$ cat src/rtl/audio_pwm_tx.sv
// Audio PWM transmitter: sample FIFO feeding an 8-bit PWM generator.
// Each sample plays for one frame of 256 ticks, and a tick occurs every CLK_DIV clk.
//   state | meaning
//   IDLE  | amplifier off; waits for enable with a non-empty FIFO
//   PLAY  | amplifier on; one sample per frame, popped at frame boundaries
module audio_pwm_tx #(
  parameter int CLK_DIV = 4,
  parameter int DEPTH   = 16
) (
  input  logic                     clk,
  input  logic                     reset,
  input  logic                     enable,
  input  logic [7:0]               din,
  input  logic                     wr,
  output logic                     full,
  output logic                     empty,
  output logic [$clog2(DEPTH):0]   level,
  input  logic                     clr_underrun,
  output logic                     underrun,
  output logic                     ampPWM,
  output logic                     ampSD
);
  localparam int AW = $clog2(DEPTH);
  localparam int LW = AW + 1;
  localparam logic [7:0]    DIV_MAX  = 8'(CLK_DIV - 1);
  localparam logic [LW-1:0] LVL_FULL = LW'(DEPTH);

  typedef enum logic {IDLE, PLAY} state_t;
  state_t r_state, w_state_nxt;

  logic [7:0]    r_mem [DEPTH];
  logic [AW-1:0] r_wptr, r_rptr;
  logic [LW-1:0] r_level;
  logic [7:0]    r_sample, r_pcnt, r_div;
  logic          r_underrun, r_pwm;
  logic          w_push, w_pop, w_tick, w_boundary, w_start, w_uset;

  assign full     = (r_level == LVL_FULL);
  assign empty    = (r_level == '0);
  assign level    = r_level;
  assign underrun = r_underrun;
  assign ampPWM   = r_pwm;
  assign ampSD    = (r_state == PLAY);

  // A full FIFO rejects the write even when a pop frees a slot this cycle.
  assign w_push     = wr && !full;
  assign w_tick     = (r_state == PLAY) && (r_div == DIV_MAX);
  assign w_boundary = w_tick && (r_pcnt == 8'hFF);

  always_comb begin
    w_state_nxt = r_state;
    w_pop       = 1'b0;
    w_start     = 1'b0;
    w_uset      = 1'b0;
    case (r_state)
      IDLE: begin
        if (enable && !empty) begin
          w_state_nxt = PLAY;
          w_pop       = 1'b1;
          w_start     = 1'b1;
        end
      end
      PLAY: begin
        if (w_boundary) begin
          if (!enable)    w_state_nxt = IDLE;
          else if (!empty) w_pop      = 1'b1;
          else             w_uset     = 1'b1;
        end
      end
      default: w_state_nxt = IDLE;
    endcase
  end

  always_ff @(posedge clk or negedge reset) begin
    if (!reset) r_state <= IDLE;
    else        r_state <= w_state_nxt;
  end

  always_ff @(posedge clk) begin
    if (w_push) r_mem[r_wptr] <= din;
  end

  always_ff @(posedge clk or negedge reset) begin
    if (!reset) begin
      r_wptr  <= '0;
      r_rptr  <= '0;
      r_level <= '0;
    end else begin
      if (w_push) r_wptr <= r_wptr + 1'b1;
      if (w_pop)  r_rptr <= r_rptr + 1'b1;
      case ({w_push, w_pop})
        2'b10:   r_level <= r_level + 1'b1;
        2'b01:   r_level <= r_level - 1'b1;
        default: r_level <= r_level;
      endcase
    end
  end

  // The tick path also wraps pcnt 255->0 on the boundary that returns to IDLE.
  always_ff @(posedge clk or negedge reset) begin
    if (!reset) begin
      r_sample   <= '0;
      r_pcnt     <= '0;
      r_div      <= '0;
      r_pwm      <= 1'b0;
      r_underrun <= 1'b0;
    end else begin
      if (w_pop) r_sample <= r_mem[r_rptr];
      if (w_start || r_state != PLAY) begin
        r_div  <= '0;
        r_pcnt <= '0;
      end else if (w_tick) begin
        r_div  <= '0;
        r_pcnt <= r_pcnt + 1'b1;
      end else begin
        r_div  <= r_div + 1'b1;
      end
      r_pwm <= (r_state == PLAY) && (r_pcnt < r_sample);
      if (w_uset)            r_underrun <= 1'b1;
      else if (clr_underrun) r_underrun <= 1'b0;
    end
  end
endmodule
$ cat config.mk
export PLATFORM = sky130hd
export DESIGN_NAME = audio_pwm_tx
export DESIGN_NICKNAME = d
export VERILOG_FILES = /design/src/rtl/audio_pwm_tx.sv
export SDC_FILE = /design/constraint.sdc
export NUM_CORES = 1
export LEC_CHECK = 0
export BUFFER_PORTS_ARGS = -buffer_cell sky130_fd_sc_hd__buf_2
export CORE_MARGIN = 2
export CORE_UTILIZATION = 40
export CTS_BUF_LIST = sky130_fd_sc_hd__clkbuf_4
export DETAILED_ROUTE_END_ITERATION = 6
export PLACE_DENSITY = 0.51
export SYNTH_ARGS = -nofsm -noshare
export SYNTH_HDL_FRONTEND = slang
export SYNTH_SLANG_ARGS = --single-unit
$ cat constraint.sdc
create_clock -name clk -period 6.9 [get_ports clk]
set_input_delay 0 -clock clk [delete_from_list [all_inputs] [get_ports clk]]
set_output_delay 0 -clock clk [all_outputs]
set_load 0.05 [all_outputs]
* Word level (Yosys, flattened, before mapping)
Memory sizes are Yosys's and may differ from the RTL's. A register that Yosys moved wholly into a read port is not among the register bits. Cells that the tools add are included.
Word-level totals: bits in registers 32, latch bits 0, bits in writable memories 128, bits in read-only memories 0, bits of input ports 13, output and inout bits 10, logic and storage cells 57, memories kept 1
Memories:
- r_mem | words 16, width 8, rd ports 1, clocked after memory_dff 1, write ports 1, line 31 | logic [7:0] r_mem [DEPTH];
Cells by class: add/sub/neg operators 6, multiply operators 0, divide/modulo/power cells 0, $lt $le $gt $ge 1, equality and inequality tests 5, shift-type cells 0, muxes and demuxes 22, bitwise logic cells 1, reductions and logical operators 13
Operator list (count):
- $mux 8 | 4
- $add 8x1->8 const B | 2
- $mux 1 | 15
- $pmux 5 s2 | 1
- $add 4x1->4 const B | 2
- $eq 8x2->1 const B | 1
- $eq 8x8->1 const B | 1
- $lt 8x8->1 | 1
- $reduce_bool 2->1 | 3
- $add 5x1->5 const B | 1
- $eq 5x5->1 const B | 1
- $logic_and 1x1->1 | 5
- $logic_not 5->1 | 1
- $sub 5x1->5 const B | 1
- $pmux 1 s2 | 2
- $logic_not 1->1 | 3
- $eq 2x1->1 const B | 1
- $eq 2x2->1 const B | 1
- $logic_or 1x1->1 | 1
- $not 1->1 | 1

* Logic depth before layout (Yosys ltp)
depth in word-level cells 7, mapped depth 13, gate-level depth less buffers 12

* Worst setup path after synthesis
OpenSTA, ideal clock, no wires.
path kind register -> register, from register r_level[1] (netlist: level[1]), to register r_level[4] (netlist: level[4]), setup time 0.083 ns, data arrival time 2.836 ns, required time 6.817 ns, path slack 3.982 ns, stages on the path, launching flop included 12, path buffers 1, period minus slack after synthesis 2.918 ns, cell sequence dfrtp_1 > or4_4 > o21ai_2 > a21oi_2 > buf_2 > ha_1 > ha_1 > nor2b_1 > o21ai_0 > a21oi_1 > nor3_1 > xor2_1
On the way: longest elaborated chain between the ends 7, elaborated cells on any way between the ends 17, those cells by class add/sub: 2; eq/ne: 3; mux: 6; reduce/logical: 6
Ends and longest elaborated chain:
- from (decl) | line 33 | logic [LW-1:0] r_level;
- from (signal assigned) | line 92 | 2'b10: r_level <= r_level + 1'b1;
- from (signal assigned) | line 93 | 2'b01: r_level <= r_level - 1'b1;
- from (signal assigned) | line 94 | default: r_level <= r_level;
- $logic_not 5->1 * | line 39 | assign empty = (r_level == '0);
- $mux 1 / $logic_not 1->1 (equally long branches)
- $mux 1 / $logic_and 1x1->1 (equally long branches) | line 65, 57
- $mux 1, on equally long branches | line 64, 57
- $pmux 1 s2 * | line 55 | case (r_state)
- via w_pop | line 36 | logic w_push, w_pop, w_tick, w_boundary, w_start, w_uset;
- $eq 2x1->1 / $eq 2x2->1 (equally long branches) | line 91 | case ({w_push, w_pop})
- $pmux 5 s2 / $reduce_bool 2->1 (equally long branches)
The timed path passes the listed nets; every way through them passes the cells marked *. A chain may end at the register's enable or synchronous reset.

* Worst setup path after layout
from register r_div[0], to register r_level[4] (netlist: level[4])
On the way: longest elaborated chain between the ends 7, elaborated cells on any way between the ends 9, those cells by class eq/ne: 3; mux: 3; reduce/logical: 3
Ends and longest elaborated chain:
- from (decl) | line 34 | logic [7:0] r_sample, r_pcnt, r_div;
- from (signal assigned) | line 116 | r_div <= r_div + 1'b1;
- $eq 8x2->1 * | line 47 | assign w_tick = (r_state == PLAY) && (r_div == DIV_MAX);
- $logic_and 1x1->1 * | line 47
- $logic_and 1x1->1 * | line 48 | assign w_boundary = w_tick && (r_pcnt == 8'hFF);
- $mux 1 * | line 64 | if (w_boundary) begin
- $pmux 1 s2 * | line 55
- $eq 2x1->1 / $eq 2x2->1 (equally long branches) | line 91
- $pmux 5 s2 / $reduce_bool 2->1 (equally long branches)
Every way passes the cells marked *; elsewhere a longest branch is shown, timed or not.

==> metrics.md <==
| Metric | Value |
|---|---|
| Worst Path Arrival | `4.00 ns` |
| Final net count | `498` |
| CTS root buf | `clkbuf_4` |
| Crit path time final | `3.53 ns` |
| Syn Nets | `457` |
| Main flop type after synthesis | `edfxtp_1` |
| Slew @ Worst Pin | `0.935 ns` |
| # clock sinks | `168` |
| Max incr delay on CP | `0.73 ns` |
| Antenna violations before repair | `1` |
| DR vias/cell | `5.11` |
| RR Startpoint | `r_div[0]` |
| DRT antenna net count | `0` |
| IR drop worst, VDD | `182 uV` |
| Rows | `48` |
| Mapped Cells | `425` |
| Async SR Flop Fraction | `23.8%` |
| #FFs+latches synth | `168` |
| Layout cells sized above 1 | `19.9%` |
| Area leader, netlist | `edfxtp_1` |
| Status | `finished clean` |
| I/O pin count | `23` |
| Syn_area_per_cell | `16.5 um^2` |
| Synthesized cell area | `0.00699 mm^2` |
| Vias | `3599` |
| Die height | `136 um` |
| Detailed placer's ending HPWL | `8720 um` |
| Ys Warns | `0` |
| DR iter-0 viols | `140` |
| Fmax | `283 MHz` |
| Setup crit start kind | `register` |
| Worst Path Required | `7.37 ns` |
| Buf/Inv on CP | `1` |
| Pwr Density | `336 mW/mm^2` |
| Cts bufs inserted | `17` |
| Sequential Power Share | `51.5%` |
| Clock power share | `23.0%` |
| Placed insts | `659` |
| H-tree depth | `4` |
| Area share of the largest cell type after synthesis | `55.0%` |
| Top-count cell post-synth | `edfxtp_1` |
| Slowest CP cell | `a21oi_2` |
| Final Max Tran Viols | `0` |
| Most instantiated cells after synthesis | `edfxtp_1, dfrtp_1, nand2_1` |
| Gates resized, CTS repair | `0` |
| Worst-skew pair later-pin latency | `0.54 ns` |
| Initial core utilization | `40.7%` |
| Clk pin slew, worst setup/hold paths | `0.13 ns` |
| Initial DRT Pass Iterations | `4` |
| Routed wire per std cell | `19.3 um` |
| Clock tree buffer depth | `2` |
| Final hold vios | `0` |
| Switch share | `31.7%` |
| Final Skew | `0.0152 ns` |
| Final Cycle Share | `51.2%` |
| DRC | `0` |
| Die Wd | `136 um` |
| Max_slew headroom | `37.7%` |
| DIE AREA | `0.0186 mm^2` |
| Cell mode on critical path | `ha_1` |
| P_leak | `2.80 nW` |
| Sw Pwr | `0.825 mW` |
| Gpl congestion | `0.758` |
| RSZ-0062 raised after global routing | `no` |
| Delay-heaviest family, CP | `adder cells` |
| Core area | `0.0172 mm^2` |
| Sequential share of the synthesized area | `69.3%` |
| Critical Path, Cell by Cell | `ha_1, nor3b_2, nand4_1, a21oi_2, ha_1, inv_1, fa_1, nor2b_1, o21ai_0, and3_1, nor3_1, xor2_1` |
| First-pass GRT wire length | `21300 um` |
| Port bufs | `22` |
| Synth area leaders | `edfxtp_1, dfrtp_1, mux4_2` |
| CP Class | `register to register` |
| GRT Overall Usage | `16.0%` |
| Max Cap Viol | `0` |
| Count of cell types in the netlist | `39` |
| Post-synth EDFFs | `128` |
| Setup tns final | `0 ns` |
| Non-Filler Instances | `704` |
| Area growth from synthesis to layout | `10.8%` |
| Final setup fails | `0` |
| Routed Wire Length | `13600 um` |
| CTS tree | `done` |
| Combinational Power Share | `25.5%` |
| Pin count of the biggest net entering global routing | `41` |
| Critical Path Sink Type | `register` |
| Worst min path class | `input pin to asynchronous set/reset pin` |
| Crit path launch | `r_div[0]` |
| Number of global-route vias before repair | `3716` |
| Crit-path max FO | `20` |
| Total gr overflow | `0` |
| Internal | `1.78 mW` |
[worst paths after layout]
kind | to | cells after the start | slack [ns]
worst max-delay path | level[4] | 12 | 3.37
worst min-delay path | r_sample[4] | 2 | 0.13
worst max register to register | level[4] | 12 | 3.37
worst min register to register | r_div[0] | 1 | 0.54
max in group asynchronous | r_rptr[0] | 2 | 6.15
min in group clk | ampSD | 4 | 0.30
[what timing repair did]
| action | 4_1_cts | 5_1_grt |
|---|---|---|
| endpoints found under the hold margin | 182 | 0 |
| hold buffers | 13 | 0 |
| buffers inserted | 0 | 0 |
[layer usage]
layer,routed length [um],vias up,GRT usage [%]
met3,637,10,4.10
met1,6120,1831,22.2
met5,0,-,0
met2,6700,60,25.1
met4,142,0,4.86
li1,-,1698,-
[flip-flops by register name (all words and copies together), names as in the netlist]
| name | count |
|---|---|
| r_rptr | 4 |
| level | 5 |
| r_mem | 128 |
| r_sample | 8 |
| r_div | 8 |
| ampPWM | 1 |
| r_wptr | 4 |
| underrun | 1 |
| ampSD | 1 |
| r_pcnt | 8 |
[power by group through the flow]
stage               sequential [mW]  clock [mW]  combinational (mW)
global placement               1.36           0               0.668
floorplan                      1.38           0               0.485
CTS                            1.34       0.617               0.682
finish                         1.34       0.599               0.664
global route                   1.36       0.657               0.739
detailed placement             1.37           0               0.671
[cell type report]
| cell class | instances | area (um^2) |
|---|---|---|
| Inverter | 17 | 63.8 |
| Clock inverter | 12 | 149 |
| Multi-Input combinational cell | 221 | 1980 |
| Tap cell | 225 | 282 |
| Fill cell | 1556 | 9430 |
| Sequential cell | 168 | 4850 |
| Antenna cell | 1 | 2.50 |
| Clock buffer | 19 | 143 |
| Timing Repair Buffer | 41 | 285 |
[layout by cell type, fill, tap and decap left out, types with 2 or more instances in the layout]
cell type / count
mux2_4: 2
bufinv_16: 3
nand2b_1: 3
o21ai_0: 8
xnor2_1: 8
inv_1: 17
edfxtp_1: 128
xor2_1: 14
o21ai_1: 5
buf_2: 22
nor2_1: 28
clkbuf_4: 19
nand4_1: 7
and4_1: 2
and2_1: 3
and3_1: 6
mux4_2: 32
a22oi_1: 16
clkinv_1: 4
inv_6: 3
a21oi_1: 6
nor2b_1: 3
clkinv_4: 2
nand2_1: 34
dlygate4sd3_1: 13
ha_1: 18
nand3_1: 6
buf_4: 6
dfrtp_1: 39
a21o_1: 4
nor3_1: 5
[metrics by stage]
| stage | worst slack, ns | hold WS (ns) | util [%] | total power [mW] | instance area [um^2] |
|---|---|---|---|---|---|
| 2_1_floorplan | 3.98 | -0.296 | - | 1.87 | 6990 |
| 3_3_place_gp | 3.50 | 0.192 | 42.6 | 2.03 | 7320 |
| 3_5_place_dp | 3.39 | 0.206 | 42.6 | 2.04 | 7320 |
| 4_1_cts | 3.35 | 0.123 | 45.1 | 2.64 | 7740 |
| 5_1_grt | 3.01 | 0.161 | 45.1 | 2.76 | 7750 |
| 6_report | 3.37 | 0.128 | 45.1 | 2.61 | 7750 |
[worst register-to-register path, stage by stage (launching register included)]
cell     delay, ns
dfrtp_1       0.44
ha_1          0.24
nor3b_2       0.24
nand4_1       0.21
a21oi_2       0.73
ha_1          0.36
inv_1         0.10
fa_1          0.41
nor2b_1       0.12
o21ai_0       0.10
and3_1        0.19
nor3_1        0.17
xor2_1        0.16
[cell families after synthesis]
kind of cell             synth area share [%]
XOR/XNOR                                 2.75
buffers and inverters                    2.49
AO/OA/AOI/OAI                            4.10
multiplexers                             10.7
flip-flops                               69.3
AND/OR/NAND/NOR                          7.16
adder cells (fa/ha/maj)                  3.51
Power figures use the tool's default switching activity.
